==> src/rtl/imem_loader_pkg.sv <==
// Shared definitions for the instruction-memory loader.
//   state_t    : loader FSM states
//   SYNC_BYTE  : frame start marker
package imem_loader_pkg;

  typedef enum logic [2:0] {
    StIdle,
    StCntLo,
    StCntHi,
    StData,
    StCsum,
    StDone,
    StErr
  } state_t;

  localparam logic [7:0] SYNC_BYTE = 8'hA5;

endpackage

==> src/rtl/imem_loader_if.sv <==
// Bus bundle between the UART byte stream, the loader, and the imem write port.
//   rx_data/rx_valid        : received byte and its one-cycle strobe
//   imem_we/addr/wdata      : imem word write port
//   core_hold/load_done/err : core control and load status
// Modports:
//   master : the loader (drives imem port and status, consumes rx stream)
//   slave  : the environment (drives rx stream, observes imem port and status)
interface imem_loader_if #(
  parameter int unsigned ADDR_W = 5
) ();

  logic [7:0]        rx_data;
  logic              rx_valid;
  logic              imem_we;
  logic [ADDR_W-1:0] imem_addr;
  logic [31:0]       imem_wdata;
  logic              core_hold;
  logic              load_done;
  logic              load_err;

  modport master (
    input  rx_data,
    input  rx_valid,
    output imem_we,
    output imem_addr,
    output imem_wdata,
    output core_hold,
    output load_done,
    output load_err
  );

  modport slave (
    output rx_data,
    output rx_valid,
    input  imem_we,
    input  imem_addr,
    input  imem_wdata,
    input  core_hold,
    input  load_done,
    input  load_err
  );

endinterface

==> src/rtl/imem_loader_word_packer.sv <==
// Assembles little-endian 32-bit words from a byte stream.
//   i_clk, i_rst  : clock, synchronous active-high reset
//   i_clear       : restart at byte 0 of a new word
//   i_valid       : i_byte is valid this cycle
//   i_byte        : incoming byte
//   o_word        : assembled word, valid while o_word_ready is high
//   o_word_ready  : high in the cycle the 4th byte of a word is presented
module imem_loader_word_packer (
  input  logic        i_clk,
  input  logic        i_rst,
  input  logic        i_clear,
  input  logic        i_valid,
  input  logic [7:0]  i_byte,
  output logic [31:0] o_word,
  output logic        o_word_ready
);

  // Holds the three earlier bytes; the 4th byte completes the word combinationally.
  logic [23:0] r_buf;
  logic [1:0]  r_cnt;

  always_ff @(posedge i_clk) begin
    if (i_rst || i_clear) begin
      r_buf <= '0;
      r_cnt <= '0;
    end else if (i_valid) begin
      r_buf <= {i_byte, r_buf[23:8]};
      r_cnt <= r_cnt + 2'd1;
    end
  end

  assign o_word       = {i_byte, r_buf};
  assign o_word_ready = i_valid && (r_cnt == 2'd3);

endmodule

==> src/rtl/imem_loader.sv <==
// Instruction-memory loader: parses SYNC, 16-bit LE word count, 4*N data bytes
// and an XOR checksum from the UART byte stream, writes each word into imem and
// holds the core until a checksum-valid image is in place.
//   i_clk, i_rst : clock, synchronous active-high reset
//   bus          : rx stream in, imem write port / core_hold / status out
module imem_loader
  import imem_loader_pkg::*;
#(
  parameter int unsigned ADDR_W      = 5,
  parameter int unsigned TIMEOUT_CYC = 100000
) (
  input  logic          i_clk,
  input  logic          i_rst,
  imem_loader_if.master bus
);

  localparam logic [16:0] Capacity = 17'(2 ** ADDR_W);

  state_t            r_state;
  logic [15:0]       r_cnt;
  logic [15:0]       r_idx;
  logic [7:0]        r_csum;
  logic [31:0]       r_to;
  logic              r_we;
  logic [ADDR_W-1:0] r_addr;
  logic [31:0]       r_wdata;
  logic              r_hold;
  logic              r_done;
  logic              r_err;

  logic        w_sync;
  logic        w_restart;
  logic        w_active;
  logic        w_pack_valid;
  logic [31:0] w_word;
  logic        w_word_ready;
  logic [15:0] w_n;

  assign w_sync       = bus.rx_valid && (bus.rx_data == SYNC_BYTE);
  // A new frame may only start from the idle/terminal states; SYNC elsewhere is data.
  assign w_restart    = w_sync && (r_state inside {StIdle, StDone, StErr});
  assign w_active     = r_state inside {StCntLo, StCntHi, StData, StCsum};
  assign w_pack_valid = bus.rx_valid && (r_state == StData);
  assign w_n          = {bus.rx_data, r_cnt[7:0]};

  imem_loader_word_packer u_packer (
    .i_clk        (i_clk),
    .i_rst        (i_rst),
    .i_clear      (w_restart),
    .i_valid      (w_pack_valid),
    .i_byte       (bus.rx_data),
    .o_word       (w_word),
    .o_word_ready (w_word_ready)
  );

  always_ff @(posedge i_clk) begin
    if (i_rst) begin
      r_state <= StIdle;
      r_cnt   <= '0;
      r_idx   <= '0;
      r_csum  <= '0;
      r_to    <= '0;
      r_we    <= 1'b0;
      r_addr  <= '0;
      r_wdata <= '0;
      r_hold  <= 1'b1;
      r_done  <= 1'b0;
      r_err   <= 1'b0;
    end else begin
      r_we <= 1'b0;

      if (w_active) begin
        r_to <= bus.rx_valid ? '0 : r_to + 32'd1;
      end else begin
        r_to <= '0;
      end

      unique case (r_state)
        StIdle, StDone, StErr: begin
          if (w_restart) begin
            r_state <= StCntLo;
            r_csum  <= '0;
            r_idx   <= '0;
            r_hold  <= 1'b1;
            r_done  <= 1'b0;
            r_err   <= 1'b0;
          end
        end
        StCntLo: begin
          if (bus.rx_valid) begin
            r_cnt[7:0] <= bus.rx_data;
            r_state    <= StCntHi;
          end
        end
        StCntHi: begin
          if (bus.rx_valid) begin
            r_cnt <= w_n;
            if ({1'b0, w_n} > Capacity) begin
              r_state <= StErr;
              r_err   <= 1'b1;
            end else if (w_n == 16'd0) begin
              r_state <= StCsum;
            end else begin
              r_state <= StData;
            end
          end
        end
        StData: begin
          if (bus.rx_valid) begin
            r_csum <= r_csum ^ bus.rx_data;
          end
          if (w_word_ready) begin
            r_we    <= 1'b1;
            r_addr  <= r_idx[ADDR_W-1:0];
            r_wdata <= w_word;
            r_idx   <= r_idx + 16'd1;
            if (r_idx == r_cnt - 16'd1) begin
              r_state <= StCsum;
            end
          end
        end
        StCsum: begin
          if (bus.rx_valid) begin
            if (bus.rx_data == r_csum) begin
              r_state <= StDone;
              r_hold  <= 1'b0;
              r_done  <= 1'b1;
            end else begin
              r_state <= StErr;
              r_err   <= 1'b1;
            end
          end
        end
        default: r_state <= StIdle;
      endcase

      // Timeout only fires on an idle cycle, so it never collides with a byte action above.
      if (w_active && !bus.rx_valid && (r_to == TIMEOUT_CYC - 1)) begin
        r_state <= StErr;
        r_err   <= 1'b1;
      end
    end
  end

  assign bus.imem_we    = r_we;
  assign bus.imem_addr  = r_addr;
  assign bus.imem_wdata = r_wdata;
  assign bus.core_hold  = r_hold;
  assign bus.load_done  = r_done;
  assign bus.load_err   = r_err;

endmodule

==> src/flat_wrapper.sv <==
// flat-port wrapper written by rule: the top's interface ports become plain ports
module imem_loader_flat import imem_loader_pkg::*;
#(
  parameter int unsigned ADDR_W      = 5,
  parameter int unsigned TIMEOUT_CYC = 100000
)
  (i_clk, i_rst, bus_rx_data, bus_rx_valid, bus_imem_we, bus_imem_addr, bus_imem_wdata, bus_core_hold, bus_load_done, bus_load_err);
  imem_loader_if #(.ADDR_W(ADDR_W)) bus_i ();
  input  logic i_clk;
  input  logic i_rst;
  input wire logic [$bits(bus_i.rx_data)-1:0] bus_rx_data;
  input wire logic [$bits(bus_i.rx_valid)-1:0] bus_rx_valid;
  output wire logic [$bits(bus_i.imem_we)-1:0] bus_imem_we;
  output wire logic [$bits(bus_i.imem_addr)-1:0] bus_imem_addr;
  output wire logic [$bits(bus_i.imem_wdata)-1:0] bus_imem_wdata;
  output wire logic [$bits(bus_i.core_hold)-1:0] bus_core_hold;
  output wire logic [$bits(bus_i.load_done)-1:0] bus_load_done;
  output wire logic [$bits(bus_i.load_err)-1:0] bus_load_err;
  assign bus_i.rx_data = bus_rx_data;
  assign bus_i.rx_valid = bus_rx_valid;
  assign bus_imem_we = bus_i.imem_we;
  assign bus_imem_addr = bus_i.imem_addr;
  assign bus_imem_wdata = bus_i.imem_wdata;
  assign bus_core_hold = bus_i.core_hold;
  assign bus_load_done = bus_i.load_done;
  assign bus_load_err = bus_i.load_err;
  imem_loader #(.ADDR_W(ADDR_W), .TIMEOUT_CYC(TIMEOUT_CYC)) u_core (.i_clk(i_clk), .i_rst(i_rst), .bus(bus_i));
endmodule
==> config.mk <==
export PLATFORM = sky130hd
export DESIGN_NAME = imem_loader_flat
export DESIGN_NICKNAME = d
export VERILOG_FILES = /design/src/rtl/imem_loader_pkg.sv /design/src/rtl/imem_loader_if.sv /design/src/rtl/imem_loader_word_packer.sv /design/src/rtl/imem_loader.sv /design/src/flat_wrapper.sv
export SDC_FILE = /design/constraint.sdc
export NUM_CORES = 1
export LEC_CHECK = 0
export ABC_AREA = 1
export CAP_MARGIN = 30
export CORE_UTILIZATION = 50
export DETAILED_ROUTE_END_ITERATION = 12
export PLACE_DENSITY = 0.76
export SYNTH_ARGS = -nofsm -noshare
export SYNTH_HDL_FRONTEND = slang
export SYNTH_SLANG_ARGS = --single-unit
==> constraint.sdc <==
create_clock -name i_clk -period 2.2 [get_ports i_clk]
set_input_delay 0.44 -clock i_clk [delete_from_list [all_inputs] [get_ports i_clk]]
set_output_delay 0.44 -clock i_clk [all_outputs]
set_load 0.005 [all_outputs]
After elaboration in Yosys (flattened, before gate mapping)
Cells that the tools add are included.
{"block": "totals", "word_cells": 113, "input_bits": 11, "ff_bits": 142, "out_inout_bits": 41}
{"block": "classes", "magnitude_cmp": 1, "eq_ne": 27, "n_mux": 34, "addsub": 4, "bitwise": 4, "n_reduce_logical": 28}
{"cell": "32-bit by 1-bit adder with 32-bit output (second input constant)", "n": 1}
{"cell": "32-bit by 17-bit equality test with 1-bit output (second input constant)", "n": 1}
{"cell": "16-bit 2-to-1 mux", "n": 2}
{"cell": "16-bit case mux with 2 select lines", "n": 1}
{"cell": "8-bit case mux with 2 select lines", "n": 2}
{"cell": "3-bit 2-to-1 mux", "n": 9}
{"cell": "8-bit 2-to-1 mux", "n": 3}
{"cell": "3-bit inequality test (second input constant)", "n": 7}
{"cell": "6-bit AND reduction", "n": 3}
{"cell": "16-bit by 1-bit adder with 16-bit output (second input constant)", "n": 1}
{"cell": "16-bit equality test", "n": 1}
{"cell": "16-bit by 6-bit > comparator with 1-bit output (second input constant)", "n": 1}
{"cell": "16-bit logical NOT", "n": 1}
{"cell": "2-bit inequality test (second input constant)", "n": 8}
{"cell": "16-bit by 1-bit subtractor with 16-bit output (second input constant)", "n": 1}
{"cell": "3-bit case mux with 5 select lines", "n": 1}
{"cell": "1-bit 2-to-1 mux", "n": 12}
{"cell": "3-bit equality test (second input constant)", "n": 3}
{"cell": "3-bit AND reduction", "n": 3}
{"cell": "8-bit equality test", "n": 1}
{"cell": "8-bit equality test (second input constant)", "n": 1}
{"cell": "4-bit nonzero test", "n": 2}
{"cell": "8-bit XOR", "n": 1}
{"cell": "3-bit by 2-bit equality test with 1-bit output (second input constant)", "n": 2}
{"cell": "other kinds (18)", "n": 30}

Longest topological paths before layout
{"block": "logic_depth", "word_depth": 6, "depth_mapped": 17, "ltp_nobuf": 17}

Hierarchy
A second synthesis with hierarchy kept.
{"block": "hier_totals", "hier_cells": 1038, "hier_area_um2": 7020.5}
{"module": "imem_loader", "cells_each": 863, "instances": 1, "seq_area_each_um2": 2322.2, "area_per_inst_um2": 5858.1}
{"module": "imem_loader_word_packer", "cells_each": 175, "instances": 1, "seq_area_each_um2": 520.5, "area_per_inst_um2": 1162.4}

Worst setup path before layout
No wires, ideal clock.
{"block": "synth_path", "path_kind": "register to register", "from": "reg u_core.r_to[0]", "to": "reg u_core.r_to[28]", "path_slack_ns": 0.305, "t_required_ns": 2.085, "period_less_slack_ns": 1.895, "path_stages_with_launch": 17, "path_buffers": 0, "setup_ns": 0.115, "arrival_time_ns": 1.780, "path_cell_list": "dfxtp_1 > ha_1 > nand3_1 > inv_2 > nand2_4 > nor2_4 > nand2_2 > inv_2 > nand3_2 > nor2_4 > nand2_4 > nor2_4 > nand3_2 > nor2_2 > nand3_1 > nand2_1 > nor2_1"}
{"block": "synth_via", "elab_chain_cells": 1}
{"element": "from (decl)", "line": "imem_loader.sv:23", "source": "logic [31:0] r_to;"}
{"element": "from (signal assigned)", "line": "imem_loader.sv:73", "source": "r_to <= bus.rx_valid ? '0 : r_to + 32'd1;"}
{"element": "32-bit by 1-bit adder with 32-bit output", "line": "imem_loader.sv:73"}
No other way between the ends.
A chain may end at the register's enable or synchronous reset.

Worst setup path in the final report
{"block": "layout_path", "from": "reg u_core.r_cnt[0]", "to": "reg u_core.r_state[1]"}
{"block": "layout_via", "elab_chain_cells": 6, "word_cells_on_any_way": 11, "cone_classes": "1 x add/sub; 1 x order compare; 2 x eq/ne; 5 x mux; 2 x reduce/logical"}
{"element": "from (decl)", "line": "imem_loader.sv:20", "source": "logic [15:0] r_cnt;"}
{"element": "from (signal assigned)", "line": "imem_loader.sv:91", "source": "r_cnt[7:0] <= bus.rx_data;"}
{"element": "from (signal assigned)", "line": "imem_loader.sv:97", "source": "r_cnt <= w_n;"}
{"element": "parallel branches: the longest is 6 deep, another holds 16-bit by 1-bit subtractor with 16-bit output"}
{"element": "to (signal assigned)", "line": "imem_loader.sv:81", "source": "r_state <= StCntLo;"}
{"element": "to (signal assigned)", "line": "imem_loader.sv:99", "source": "r_state <= StErr;"}
{"element": "to (signal assigned)", "line": "imem_loader.sv:139", "source": "r_state <= StErr;"}
{"element": "to (decl)", "line": "imem_loader.sv:19", "source": "state_t r_state;"}
Parallel ways; which one is timed is not known. The select of a mux whose other input is x is not followed.

==> impl_metrics.csv <==
group,metric,value,unit
grt,antenna_found_initial,0,
synthesis,syn_area,6640,um^2
setup_path,cp_cell_sequence,"inv_1, ha_4, nand2_1, nor2_4, nand2_1, xor2_1, nand2_1, nor2_1, nand3_2, nand3_2, nand4_1, a21oi_2",
sta,setup_viol,0,
synthesis,synth_seq_cells,142,
floorplan,die_w,117,um
sta,max_freq,502,MHz
synthesis,ys_types,38,
grt,grt_overflow_total,0,
clocking,htree_levels,4,
layout,syn_to_final_growth,24.9,%
place,io_buffers,51,
setup_path,rr_startpoint,"u_core.r_cnt[0]$_SDFFE_PP0P_",
setup_path,crit_end,"u_core.r_state[1]$_SDFFE_PP0P_",
job,drv_cap,0,
setup_path,required,2560,ps
grt,grt_start_max_net_pins,54,
setup_path,crit_start,"u_core.r_cnt[0]$_SDFFE_PP0P_",
pwr,peakVddDrop,734,uV
floorplan,start_util,52.0,%
hold_path,hold_class,"reg -> reg",
drt,vias,6192,
layout,num_antenna_cells,0,
synthesis,syn-num-nets,944,
sta,rsz0062_at_grt,"no",
clocking,tritoncts,"done",
setup_path,crit_path_frequent_cell,"nand2_1",
drt,route.met2.wl,7.29,mm
setup_path,cp-end-kind,"flip-flop",
floorplan,row_count,41,
clocking,cts.clk_slew.worst_paths,70,ps
clocking,clockBufferDepth,2,
setup_path,crit_cells,12,
setup_path,cp.buffers_inverters,1,
sta,hold_ws,434,ps
synthesis,syn_inst,928,
clocking,cts_root_buffer,"clkbuf_16",
setup_path,cp_slowest_cell,"dfxtp_2",
setup_path,arrival,2350,ps
drt,top_layer_used,"met4",
setup_path,timing.rr.end,"u_core.r_state[1]$_SDFFE_PP0P_",
pwr,power_leakage,0.00340,uW
drt,postRouteAntennaNets,0,
layout,drive_gt1_share,14.1,%
place,hpwl,11.6,mm
layout,num-fill-cells,1101,
sta,layout_min_cycle_time,1990,ps
sta,slew_headroom,69.1,%
layout,layout.nets,1037,
setup_path,slowest_delay,340,ps
floorplan,die_area,13700,um^2
drt,dr_wl_met3,916,um
drt,totalWireLength,16.3,mm
drt,dr.first_iter.drc_count,477,
pwr,powerDensity,887,nW/um^2
clocking,clock_sinks,142,
setup_path,critPathLaunchType,"flip-flop",
setup_path,worstPathMaxFanout,6,
drt,drt-vias-per-instance,5.13,
grt,grt_pass1_wl,26.5,mm
clocking,clkLatencyLatePin,420,ps
sta,hold_viol,0,
sta,worst_pin_slew,460,ps
sta,report.final.slew_viol_count,0,
drt,wl_per_cell,13.5,um
grt,grt_usage,25.0,%
layout,fin_area,8290,um^2
sta,skew,10.1,ps
place,gp_congestion,0.863,
grt,grt_pass1_vias,5556,
drt,drt-met1-wl,7.96,mm
setup_path,crit_type,"reg -> reg",
floorplan,io_pins,52,
outcome,status,"finished, final reports clean",
drt,post-route-drc-count,0,
floorplan,core_area,12800,um^2
setup_path,cpLargestDelayFamily,"simple AND/OR/NAND/NOR gates",
synthesis,synth_seq_area_share,42.8,%
synthesis,yosys_warnings,0,
clocking,cts_inserted_buffers,17,
setup_path,reg2regPathDepth,12,
clocking,ctsHoldBuffers,0,
drt,drt_pass1_iterations,5,
hold_path,holdPathStages,1,
synthesis,avgSynthCellArea,7.15,um^2
setup_path,rrSetupSlack,210,ps
place,placedInstanceArea,7660,um^2
sta,finalCritPeriodShare,90.5,%
floorplan,fp.dieH,117,um
==> cells by family (layout without fill, tap and decap cells) <==
family                   after synthesis  count (layout)  synth area share, %
AO/OA/AOI/OAI                        155             155                 12.1
adder cells (fa/ha/maj)                5               5                0.943
AND/OR/NAND/NOR                      472             472                 32.4
XOR/XNOR                              35              35                 4.84
flip-flops                           142             142                 42.8
buffers and inverters                119             225                 6.82
==> cells in the mapped netlist (all sizes together) <==
cell,count,area [um^2]
clkbuf,22,82.6
o21a,3,22.5
xor3,1,23.8
a21oi,83,415
o21ai,60,300
dfxtp,142,2840
buf,4,21.3
a41oi,1,8.76
nor3,28,151
or2,6,37.5
nand3,56,310
xor2,28,245
clkinv,1,3.75
o211ai,2,15.0
nor2,122,544
ha,5,62.6
nand4,12,75.1
a31oi,2,12.5
inv,92,345
nor3b,3,37.5
and2,1,6.26
a211oi,4,30.0
nor4,7,43.8
xnor2,6,52.6
nand3b,2,15.0
nand2,235,932
==> where the power goes <==
part | internal [uW] | switching [uW]
Clock | 1590 | 1200
Sequential | 2680 | 110
Combinational | 677 | 1090
==> layout by cell type (no fill, tap or decap), drive strengths merged, types with 17 or more instances in the layout <==
cell,count
buf,49
a21oi,83
nand3,56
inv,100
nor2,122
clkdlybuf4s50,51
o21ai,60
dfxtp,142
xor2,28
nand2,235
nor3,28
clkbuf,17
==> routing by layer <==
metal,up-vias,GRT usage [%]
met2,164,38.8
met4,0,7.00
met5,-,0
met1,2817,35.0
li1,3196,-
met3,15,5.36
==> per-stage QoR <==
stage / instances / power, uW / setup slack (ps) / TNS [ps] / utilization (%)
2_1_floorplan: 928 / 4070 / 305 / 0 / -
3_3_place_gp: 1173 / 4490 / -52.9 / -382 / 59.9
3_5_place_dp: 1173 / 4520 / -115 / -895 / 59.9
4_1_cts: 1205 / 7320 / 126 / 0 / 64.5
5_1_grt: 1206 / 7740 / 18.0 / 0 / 64.9
6_report: 1206 / 7360 / 208 / 0 / 64.9
==> cell type report <==
class	instances	area, um^2	share of cell area (%)
timing repair buffer	100	916	11.0
multi-input combinational	667	3390	40.9
sequential	142	2850	34.3
tap	172	215	2.60
inverter	93	349	4.21
clock inverter	15	151	1.83
clock buffer	17	425	5.13
==> registers in the layout, summed over array words and instances (netlist names) <==
| name | flops |
|---|---|
| u_core.bus.imem_wdata | 32 |
| u_core.r_to | 32 |
| u_core.u_packer.r_buf | 24 |
| u_core.r_cnt | 16 |
| u_core.r_idx | 16 |
| u_core.r_csum | 8 |
| u_core.bus.imem_addr | 5 |
| u_core.r_state | 3 |
| u_core.u_packer.r_cnt | 2 |
| u_core.bus.core_hold | 1 |
| u_core.bus.imem_we | 1 |
| u_core.bus.load_done | 1 |
| u_core.bus.load_err | 1 |
==> timing repair <==
item	CTS	global route
setup endpoints to repair	0	6
resized for setup	0	15
buffers inserted	0	1
==> worst min path at each step <==
stage | start | to | slack (ps)
2_1_floorplan | u_core.r_to[0]$_SDFF_PP0_ | u_core.r_to[0]$_SDFF_PP0_ | 430
3_3_place_gp | u_core.r_to[0]$_SDFF_PP0_ | u_core.r_to[0]$_SDFF_PP0_ | 440
3_5_place_dp | u_core.u_packer.r_buf[20]$_SDFFE_PP0P_ | u_core.bus.imem_wdata[20]$_SDFFE_PP0P_ | 450
4_1_cts | u_core.u_packer.r_buf[20]$_SDFFE_PP0P_ | u_core.bus.imem_wdata[20]$_SDFFE_PP0P_ | 460
5_1_grt | u_core.r_to[0]$_SDFF_PP0_ | u_core.r_to[0]$_SDFF_PP0_ | 460
6_report | u_core.r_to[0]$_SDFF_PP0_ | u_core.r_to[0]$_SDFF_PP0_ | 430
Note: power is estimated with default switching activity, not from simulation.
